[config.mk]
export PLATFORM = sky130hd
export DESIGN_NAME = fnd_scan_ctrl
export DESIGN_NICKNAME = d
export VERILOG_FILES = /design/src/rtl/fnd_scan_ctrl.sv
export SDC_FILE = /design/constraint.sdc
export NUM_CORES = 1
export LEC_CHECK = 0
export ABC_AREA = 1
export ABC_CLOCK_PERIOD_IN_PS = 2650
export BUFFER_PORTS_ARGS = -buffer_cell sky130_fd_sc_hd__buf_2
export CELL_PAD_IN_SITES_DETAIL_PLACEMENT = 0
export CELL_PAD_IN_SITES_GLOBAL_PLACEMENT = 1
export CORE_ASPECT_RATIO = 0.6
export CORE_UTILIZATION = 48
export DETAILED_ROUTE_END_ITERATION = 6
export PLACE_DENSITY_LB_ADDON = 0.1
export SLEW_MARGIN = 25
export SYNTH_ARGS = -nofsm -noshare
export SYNTH_HDL_FRONTEND = slang
export SYNTH_SLANG_ARGS = --single-unit
[constraint.sdc]
create_clock -name clk -period 2.65 [get_ports clk]
set_input_delay 0.3975 -clock clk [delete_from_list [all_inputs] [get_ports clk]]
set_output_delay 0.3975 -clock clk [all_outputs]
set_load 0.02 [all_outputs]
[src/rtl/fnd_scan_ctrl.sv]
// 4-digit FND controller: serial double-dabble binary->BCD conversion behind a valid/ready
// handshake, plus a free-running digit scan. in_ready is low for the whole conversion.
module fnd_scan_ctrl #(
  parameter int TICK_DIV = 100_000,
  parameter int BIN_W    = 14
) (
  input  logic             clk,
  input  logic             reset,
  input  logic             in_valid,
  input  logic [BIN_W-1:0] in_data,
  output logic             in_ready,
  input  logic             blank_en,
  output logic             busy,
  output logic             ovf,
  output logic [3:0]       fndCom,
  output logic [7:0]       fndFont
);

  localparam int CNT_W = (TICK_DIV > 2) ? $clog2(TICK_DIV) : 1;
  localparam int IT_W  = $clog2(BIN_W + 1);
  localparam logic [BIN_W-1:0] MAX_VAL = BIN_W'(9999);

  typedef enum logic [1:0] {S_IDLE, S_CONV, S_LOAD} state_t;

  state_t             state_q, state_d;
  logic [CNT_W-1:0]   cnt_q, cnt_d;
  logic [1:0]         idx_q, idx_d;
  logic [BIN_W-1:0]   bin_q, bin_d;
  logic [15:0]        bcd_q, bcd_d;
  logic [IT_W-1:0]    iter_q, iter_d;
  logic               pend_ovf_q, pend_ovf_d;
  logic [15:0]        disp_q, disp_d;
  logic               ovf_q, ovf_d;
  logic               blank_q, blank_d;
  logic               tick;
  logic [15:0]        bcd_adj;
  logic [3:0]         lz;
  logic [3:0]         cur_digit;

  function automatic logic [7:0] seg_code(input logic [3:0] d);
    case (d)
      4'd0:    seg_code = 8'hC0;
      4'd1:    seg_code = 8'hF9;
      4'd2:    seg_code = 8'hA4;
      4'd3:    seg_code = 8'hB0;
      4'd4:    seg_code = 8'h99;
      4'd5:    seg_code = 8'h92;
      4'd6:    seg_code = 8'h82;
      4'd7:    seg_code = 8'hF8;
      4'd8:    seg_code = 8'h80;
      4'd9:    seg_code = 8'h90;
      default: seg_code = 8'hBF;
    endcase
  endfunction

  // Scan prescaler and digit index run regardless of the conversion FSM.
  always_comb begin
    tick  = (cnt_q == CNT_W'(TICK_DIV - 1));
    cnt_d = tick ? '0 : cnt_q + 1'b1;
    idx_d = tick ? idx_q + 2'd1 : idx_q;
  end

  always_comb begin
    bcd_adj = bcd_q;
    for (int i = 0; i < 4; i++) begin
      if (bcd_q[4*i +: 4] >= 4'd5) bcd_adj[4*i +: 4] = bcd_q[4*i +: 4] + 4'd3;
    end
  end

  always_comb begin
    state_d    = state_q;
    bin_d      = bin_q;
    bcd_d      = bcd_q;
    iter_d     = iter_q;
    pend_ovf_d = pend_ovf_q;
    disp_d     = disp_q;
    ovf_d      = ovf_q;
    blank_d    = blank_q;
    case (state_q)
      S_IDLE: begin
        if (in_valid) begin
          bcd_d  = '0;
          iter_d = '0;
          if (in_data > MAX_VAL) begin
            pend_ovf_d = 1'b1;
            state_d    = S_LOAD;
          end else begin
            pend_ovf_d = 1'b0;
            bin_d      = in_data;
            state_d    = S_CONV;
          end
        end
      end
      S_CONV: begin
        bcd_d  = {bcd_adj[14:0], bin_q[BIN_W-1]};
        bin_d  = {bin_q[BIN_W-2:0], 1'b0};
        iter_d = iter_q + 1'b1;
        if (iter_q == IT_W'(BIN_W - 1)) state_d = S_LOAD;
      end
      S_LOAD: begin
        // blank_en is sampled here so the pins only change on a display update.
        disp_d  = bcd_q;
        ovf_d   = pend_ovf_q;
        blank_d = blank_en;
        state_d = S_IDLE;
      end
      default: state_d = S_IDLE;
    endcase
  end

  always_ff @(posedge clk or negedge reset) begin
    if (!reset) begin
      state_q    <= S_IDLE;
      cnt_q      <= '0;
      idx_q      <= '0;
      bin_q      <= '0;
      bcd_q      <= '0;
      iter_q     <= '0;
      pend_ovf_q <= 1'b0;
      disp_q     <= '0;
      ovf_q      <= 1'b0;
      blank_q    <= 1'b0;
    end else begin
      state_q    <= state_d;
      cnt_q      <= cnt_d;
      idx_q      <= idx_d;
      bin_q      <= bin_d;
      bcd_q      <= bcd_d;
      iter_q     <= iter_d;
      pend_ovf_q <= pend_ovf_d;
      disp_q     <= disp_d;
      ovf_q      <= ovf_d;
      blank_q    <= blank_d;
    end
  end

  // A digit is a leading zero when it and every higher digit are zero; digit 0 never is.
  always_comb begin
    lz[3]     = (disp_q[15:12] == 4'd0);
    lz[2]     = lz[3] && (disp_q[11:8] == 4'd0);
    lz[1]     = lz[2] && (disp_q[7:4] == 4'd0);
    lz[0]     = 1'b0;
    cur_digit = disp_q[4*idx_q +: 4];
    if (ovf_q)                  fndFont = 8'hBF;
    else if (blank_q && lz[idx_q]) fndFont = 8'hFF;
    else                        fndFont = seg_code(cur_digit);
  end

  assign fndCom   = ~(4'b0001 << idx_q);
  assign in_ready = (state_q == S_IDLE);
  assign busy     = (state_q != S_IDLE);
  assign ovf      = ovf_q;

endmodule

# Word-level counts from Yosys, hierarchy flattened
# Memories as Yosys holds them, arrays and structs flattened.
# Cells that the tools add are included.
# classes
n_addsub	7
multipliers	0
div	0
magnitude_cmp	6
n_eq_ne	7
n_shift	2
muxes	21
n_bitwise	1
reduce_logical	13
# ops
operator	n
16-bit one-hot mux with 2 select lines	1
14-bit 2-to-1 mux	2
14-bit one-hot mux with 2 select lines	1
17-bit by 1-bit adder with 17-bit output (second input constant)	1
17-bit == test (second input constant)	1
17-bit 2-to-1 mux	1
4-bit by 3-bit greater-or-equal comparator with 1-bit output (second input constant)	4
16-bit 2-to-1 mux	1
4-bit 2-to-1 mux	4
8-bit 2-to-1 mux	2
16-bit by 5-bit indexed part select with 4-bit output	1
14-bit > comparator (second input constant)	1
4-bit by 2-bit adder with 4-bit output (second input constant)	3
4-bit logical NOT	3
4-bit one-hot mux with 2 select lines	1
2-bit 2-to-1 mux	3
2-bit inequality test (second input constant)	3
2-bit AND reduction	3
4-bit by 1-bit adder with 4-bit output (second input constant)	1
4-bit == test (second input constant)	1
4-bit NOT	1
2-bit one-hot mux with 2 select lines	1
2-bit nonzero test	2
1-bit by 2-bit left shift with 4-bit output (first input constant)	1
other kinds (11)	14
# word_totals
register_bits	74
latch_bits	0
ram_bits	0
romBits	112
output_inout_bits	15
n_memories	1
# memory_table
name	depth	width	rd	rd_clocked_by_memory_dff	wr	line	source
(name not given)	16	7	1	0	0	41	case (d)

# Logic depth before layout (Yosys ltp)
# Gate-level depths: netlist (run 1).
# logic_depth
word_depth	8
ltp_mapped	10
depth_no_buf	10

# Worst setup path after synthesis (run 1)
# OpenSTA, ideal clock, no wires.
# synth_path
path_kind	reg-to-output
from	register idx_q[1]
to	output port fndFont[5]
t_arrival_ns	1.533
path_slack_ns	0.720
stages_incl_launch_ff	10
path_buffers	1
path_cell_list	dfrtp_1 -> buf_2 -> inv_2 -> nand3_1 -> nand2_1 -> inv_1 -> ha_1 -> nand3b_1 -> nand3_1 -> nand3_1
# synth_via
elab_chain_cells	5
elab_cells_between_ends	7
classes_between	shift (1); mux (4); reduce/logical (1); memory (1)
# synth_lines
element	line	source
start: declaration	27	logic [1:0] idx_q, idx_d;
start signal: assignment	126	idx_q <= idx_d;
branches (longest 3 deep; another with memory 16 x 7 bit)	--	
8-bit 2-to-1 mux *	145	else if (blank_q && lz[idx_q]) fndFont = 8'hFF;
8-bit 2-to-1 mux *	144	if (ovf_q) fndFont = 8'hBF;
end: declaration	16	output logic [7:0] fndFont
# Mark *: on every way between the ends. The select of a mux whose other input is x is not followed.

# Final worst setup path (run 1)
# Same ends and word-level chain as after synthesis.

==> metrics.cfg, run 1 <==
[status]
status = complete, but fails checks
violations = negative hold slack

[clocking]
clock_latency_ns = 0.33
cts_tree = built
cts_buffer_depth = 2
clk_pin_slew_worst_paths_ns = 0.06
cts_buffers = 9
h-tree-depth = 3
cts_root_buffer = clkbuf_16
cts_sinks = 74

[timing]
setup_viol = 0
finClkSkew_ns = 0.00778
fin_crit_ns = 2.52
finalSetupTns_ns = 0
period_share_pct = 95.2
slew_viol_final = 0
max_freq_mhz = 396
rsz0062_at_grt = false
worst_hold_slack_ns = -0.00364
hold_viol = 6

[floorplan]
die_w_um = 123
coreArea_sq_mm = 0.00849
die_y_um = 74.5
dieArea_sq_mm = 0.00916
io_pins = 33
initial_core_util_pct = 49.6
rows = 26

[global_route]
top_usage_layer = met1
grt_pass1_vias = 3088
grt_pass1_wl_mm = 15.2
use_met1_pct = 33.2
grt_use_met2_pct = 30.6
overflow = 0
antenna_found_initial = 0
grt_max_degree = 29
grtUsageMet3_pct = 6.29
grt.total_usage_pct = 22.1

[detailed_routing]
first_iter_violations = 264
drt_pre_antenna_iters = 4
viasPerCell = 4.88
drc_errors = 0
vias = 3425
wl_per_cell_um = 12.8
ant_nets = 0
wl_mm = 9.00

[worst_setup_path]
cpMaxStageDelayCell = dfrtp_1
crit_fanout = 10
cp.arrival_ns = 2.13
start_kind = register
worstPathCellList = inv_2 > nand3_1 > nand2_1 > inv_1 > ha_1 > nand3b_1 > nand3_1 > nand3_1 > buf_2
critical_path_class = register to primary output
crit_top_cell = nand3_1
required_ns = 2.25
cp_slowest_stage_delay_ns = 0.51
end_kind = primary output

[cells_and_area]
nets = 623
num_antenna_cells = 0
num-fill-cells = 797
area_delta_synth_final_pct = 13.9
drive_gt1_share_pct = 14.2
stdcell_area_sq_mm = 0.00479

[pwr]
swShare_pct = 39.4
pwr-share-comb_pct = 37.5
power_frac_clock_pct = 26.4
ir_drop_v = 0.000524
p_leak_uw = 0.00245
power_switching_uw = 1830
seqPwrFrac_pct = 36.1
power_density_mw_per_mm2 = 968
p_int_uw = 2810

[place]
port_buffers = 31
globalplace.congestion = 0.801
dp_hpwl_mm = 6.37
place_area_sq_mm = 0.00447

[synth]
synth_top_area_cell = dfrtp_1
synth-edff-count = 0
yosys_most_used_dff = dfrtp_1
synth_area_sq_mm = 0.00421
yosysWarnings = 0
yosysSeqAreaShare_pct = 44.0
async_flop_share_pct = 100
syn-instance-count = 549
synthTopCellsByArea = dfrtp_1 44%, nand2_1 16%, ha_1 5.9%, nand3_1 5.9%, nor2_1 5.2%
synth_nets = 587
ys_ff_latch = 74
ys_types = 37
synth_top_area_share_pct = 44.0
syn_area_per_cell_sq_um = 7.66

[run]
maxCapViolCount = 0

[min_path]
hp-class = primary input to asynchronous set/reset pin

-- critical path, delay by kind of cell (launching register included) --
family        cells  cell delay, ns
fa+ha+maj         1            0.20
flops             1            0.51
simple gates      5            0.63
buf+inv           3            0.45
-- Yosys cell counts, drive strengths merged, types with 2 or more instances --
cell type / n
a21oi: 3
nand4: 5
nand3: 57
nand3b: 2
clkinv: 2
o21ai: 33
xor2: 11
nor3: 3
inv: 58
o32ai: 4
o22ai: 4
clkbuf: 2
dfrtp: 74
nor2: 63
ha: 20
nand2: 187
buf: 13
mux2: 2
-- layout make-up --
class | count | area [sq um] | area share (%)
inverters | 60 | 226 | 4.72
repair buffers | 40 | 235 | 4.91
clock inverters | 2 | 35.0 | 0.731
multi-input cells | 400 | 2040 | 42.5
well taps | 112 | 140 | 2.92
flip-flops and latches | 74 | 1850 | 38.7
clock buffers | 14 | 264 | 5.51
-- through the flow --
stage | total power, uW | utilization, % | worst slack (ns) | cells | hold slack (ns)
finish | 4640 | 56.5 | 0.127 | 702 | -0.00364
CTS | 4680 | 56.2 | 0.0947 | 699 | 0.00542
detailed placement | 3430 | 52.7 | 0.314 | 683 | 0.354
floorplan | 2970 | - | 0.720 | 549 | 0.102
global route | 5040 | 56.5 | 0.0184 | 702 | 0.0117
global placement | 3410 | 52.7 | 0.415 | 683 | 0.360
-- repair_timing --
action | CTS | global route
endpoints found under the setup margin | 2 | 2
buffers inserted | 0 | 3
hold buffers | 0 | 0
resized for setup | 1 | 0
-- final timing paths --
path	startpoint	to	slack (ns)	cells after the start
setup / recovery	idx_q[1]	fndFont[5]	0.13	9
hold / removal	reset	bcd_q[10]	-0.004	1
setup reg to reg	state_q[1]	state_q[1]	1.03	6
hold reg to reg	cnt_q[0]	cnt_q[0]	0.46	1
max in group asynchronous	reset	idx_q[0]	2.05	2
min in group clk	blank_en	blank_q	0.30	2
-- placed cells by master (no fill, tap or decap), types with 4 or more instances in the layout --
master     netlist  layout
o22ai_1          4       4
nand3_1         50      50
o21ai_0         30      30
dfrtp_1         74      73
nor2_1          58      58
o32ai_1          4       4
nand2_1        178     178
nand3_2          6       6
nand4_1          5       5
nand2_2          9       9
ha_1            20      20
clkbuf_16        0       9
inv_1           55      55
buf_4            2       8
xor2_1          11      11
buf_2            9      31
-- per-layer routing --
| layer | vias up | part of all wire [%] | wire [um] |
|---|---|---|---|
| li1 | 1802 | - | - |
| met1 | 1563 | 56 | 5000 |
| met2 | 50 | 39 | 3520 |
| met3 | 10 | 4.4 | 394 |
| met4 | 0 | 0.94 | 85 |
| met5 | - | 0 | 0 |
-- logic make-up (layout without fill, tap and decap cells) --
kind of cell	count (synthesis)	in the layout	share of synthesized area, %
simple gates	319	319	33.2
buf+inv	75	116	7.52
flops	74	74	44.0
compound gates	46	46	6.16
fa+ha+maj	20	20	5.95
xor+xnor	12	12	2.50
mux	2	2	0.535
other cells	1	1	0.0891
-- power by group through the flow --
stage	clock network, uW	registers, uW	logic [uW]
finish	1220	1680	1740
floorplan	0	1630	1340
global placement	0	1690	1710
detailed placement	0	1690	1740
CTS	1250	1680	1750
global route	1300	1730	2010
-- sequential cells by signal (all words and copies together) (netlist names), 2 cells and up --
name	count
bin_q	14
state_q	2
idx_q	2
bcd_q	16
cnt_q	17
iter_q	4
disp_q	16
Note: power is estimated with default switching activity, not from simulation.
==> inputs of run 2 (changes only) <==
- ABC_CLOCK_PERIOD_IN_PS: 2650 -> 2200
- CORE_UTILIZATION: 48 -> 40
- clock period: 2.65 -> 2.2 ns (I/O delays scaled with it)
==> run 2 against run 1 <==
Flip-flop and latch count unchanged. Utilization down 5.2 points. Worst setup slack got worse by 0.14 ns. Clock power is 33% higher. Highest routed layer unchanged. Clock-buffer cell count decreased by 2. Largest power group unchanged. Power grew 30%. Design area up 7.5%. The flow finishes with violations (negative setup slack).
==> metrics.cfg, run 2 (synthesis results as in run 1) <==
[cells_and_area]
regMostFlops = cnt_q  ; unchanged
top_regs = cnt_q (17), bcd_q (16), disp_q (16)  ; unchanged
final_cell_mix = 172 x nand2_1, 72 x dfrtp_1, 57 x nor2_1, 53 x inv_1, 42 x nand3_1  ; was 178 x nand2_1, 73 x dfrtp_1, 58 x nor2_1, 55 x inv_1, 50 x nand3_1
drive_gt1_share_pct = 19.7  ; was 14.2%
largest_register_ffs = 17  ; unchanged
area_delta_synth_final_pct = 22.5  ; was 13.9%
stdcell_area_sq_mm = 0.00515  ; was 0.00479 sq mm
num_antenna_cells = 0  ; unchanged
final_common_cell = nand2_1  ; unchanged
nets = 636  ; was 623

[global_route]
overflow = 0  ; unchanged
grt_pass1_wl_mm = 16.2  ; was 15.2 mm
grt.total_usage_pct = 19.5  ; was 22.1%
antenna_found_initial = 0  ; unchanged
grt_pass1_vias = 3240  ; was 3,088
grt_max_degree = 34  ; was 29

[clocking]
h-tree-depth = 3  ; unchanged
cts_tree = built  ; unchanged
cts_buffers = 9  ; unchanged
clk_pin_slew_worst_paths_ns = 0.06  ; about the same
cts_sinks = 74  ; unchanged
clock_latency_ns = 0.34  ; was 0.33 ns
cts_root_buffer = clkbuf_16  ; unchanged
cts_buffer_depth = 2  ; unchanged

[timing]
setup_viol = 2  ; was 0
fin_ws_ns = -0.0120  ; was 0.127 ns
worst_slew_pin_slew_ns = 0.510
hold_viol = 0  ; was 6
maxSlewHeadroom_pct = 65.9
finClkSkew_ns = 0.00647  ; was 0.00778 ns
period_share_pct = 101
rsz0062_at_grt = true  ; was false
worst_hold_slack_ns = 0.228  ; was -0.00364 ns
max_freq_mhz = 452
fin_crit_ns = 2.21
slew_viol_final = 0  ; unchanged

[place]
place_area_sq_mm = 0.00452  ; was 0.00447 sq mm
port_buffers = 31  ; unchanged
globalplace.congestion = 0.787  ; was 0.801
dp_hpwl_mm = 6.88  ; was 6.37 mm

[pwr]
ir_drop_v = 0.000764  ; was 0.000524 V
power_density_mw_per_mm2 = 1170  ; was 968 mW/mm^2
power_switching_uw = 2340  ; was 1830 uW
seqPwrFrac_pct = 33.5  ; was 36.1%
swShare_pct = 38.7  ; was 39.4%
power_frac_clock_pct = 26.7  ; was 26.4%
total_power_uw = 6040  ; was 4640 uW
p_int_uw = 3700  ; was 2810 uW
pwr-share-comb_pct = 39.7  ; was 37.5%
p_leak_uw = 0.00259  ; was 0.00245 uW

[status]
status = complete, but fails checks  ; unchanged
violations = negative setup slack  ; was negative hold slack

[floorplan]
coreArea_sq_mm = 0.0101  ; was 0.00849 sq mm
dieArea_sq_mm = 0.0109  ; was 0.00916 sq mm
die_w_um = 134  ; was 123 um
die_y_um = 81.4  ; was 74.5 um
rows = 28  ; was 26
initial_core_util_pct = 41.8  ; was 49.6%
io_pins = 33  ; unchanged

[worst_setup_path]
start_kind = register  ; unchanged
startpoint = idx_q[0]  ; was idx_q[1]
required_ns = 1.87  ; was 2.25 ns
crit_fanout = 6  ; was 10
cp.arrival_ns = 1.88  ; was 2.13 ns
regToRegStartpoint = cnt_q[0]  ; was state_q[1]
end_kind = primary output  ; unchanged
critical_path_class = register to primary output  ; unchanged

[detailed_routing]
drc_errors = 0  ; unchanged
vias = 3543  ; was 3,425
wl_per_cell_um = 13.2  ; was 12.8 um
viasPerCell = 4.80  ; was 4.88
drt_pre_antenna_iters = 5  ; was 4
first_iter_violations = 258  ; was 264
wl_mm = 9.74  ; was 9.00 mm
ant_nets = 0  ; unchanged

[min_path]
hp-class = primary input to register  ; was primary input to asynchronous set/reset pin
min-delay-start = in_data[0]

[run]
maxCapViolCount = 0  ; unchanged

## run 2: changes by cell type in the layout (fill, tap and decap cells not counted), sizes merged
cell	delta
buf	+12
clkinv	+1
bufinv	+1
dlygate4sd3	+1
clkbuf	-2
## run 2: path summary, 6_finish.rpt
path,endpoint,slack [ns],cells after the start
max reg2reg,cnt_q[10],0.70,8
min in group asynchronous,cnt_q[6],0.48,2
max in group asynchronous,state_q[0],1.15,3
min reg2reg,cnt_q[0],0.46,1
max,fndFont[5],-0.01,10
min,bin_q[0],0.23,3
## run 2: critical path: stages, from the launching register on
cell      delay (ns)
dfrtp_2         0.47
buf_6           0.16
nand2_4         0.06
nand3_4         0.07
nand2_4         0.10
inv_4           0.04
ha_4            0.14
nand3b_1        0.16
nand3_1         0.11
nand3_2         0.09
buf_6           0.14
## run 2: repair_timing
action | CTS | global route
endpoints found under the hold margin | 31 | 0
hold buffers | 1 | 0
gates resized for setup | 26 | 26
setup endpoints to repair | 7 | 7
buffers inserted | 7 | 5
pin swaps | 5 | 12
## run 2: metrics by stage
step	utilization (%)	setup slack, ns	std cells	setup TNS (ns)
after floorplan	-	0.337	549	0
after CTS	49.8	-0.0184	733	-0.0214
final	51.3	-0.0120	738	-0.0133
after global routing	51.3	-0.117	738	-0.513
after global placement	45.0	0.174	709	0
after detailed placement	45.0	0.143	709	0
## run 2: area by class of cell
class / instances / area, sq um
clock buffer: 12 / 256
clock inverter: 4 / 73.8
fill: 985 / 4900
inverter: 60 / 236
multi-input combinational: 400 / 2180
sequential: 74 / 1850
tap: 135 / 169
timing repair buffer: 53 / 385
## run 2: power by group through the flow
| stage | sequential [uW] | clock (uW) | combinational, uW |
|---|---|---|---|
| 2_1_floorplan | 1970 | 0 | 1610 |
| 5_1_grt | 2080 | 1720 | 2740 |
| 6_report | 2030 | 1620 | 2400 |
| 3_5_place_dp | 2040 | 0 | 2120 |
| 4_1_cts | 2020 | 1660 | 2240 |
| 3_3_place_gp | 2030 | 0 | 2100 |
## run 2: layer usage
layer / routed length, um / vias to the layer above / global-route usage [%]
met5: 0 / - / 0
met4: 110 / 0 / 6.40
met3: 315 / 9 / 4.44
met2: 3700 / 60 / 26.0
met1: 5610 / 1648 / 30.2
li1: - / 1826 / -
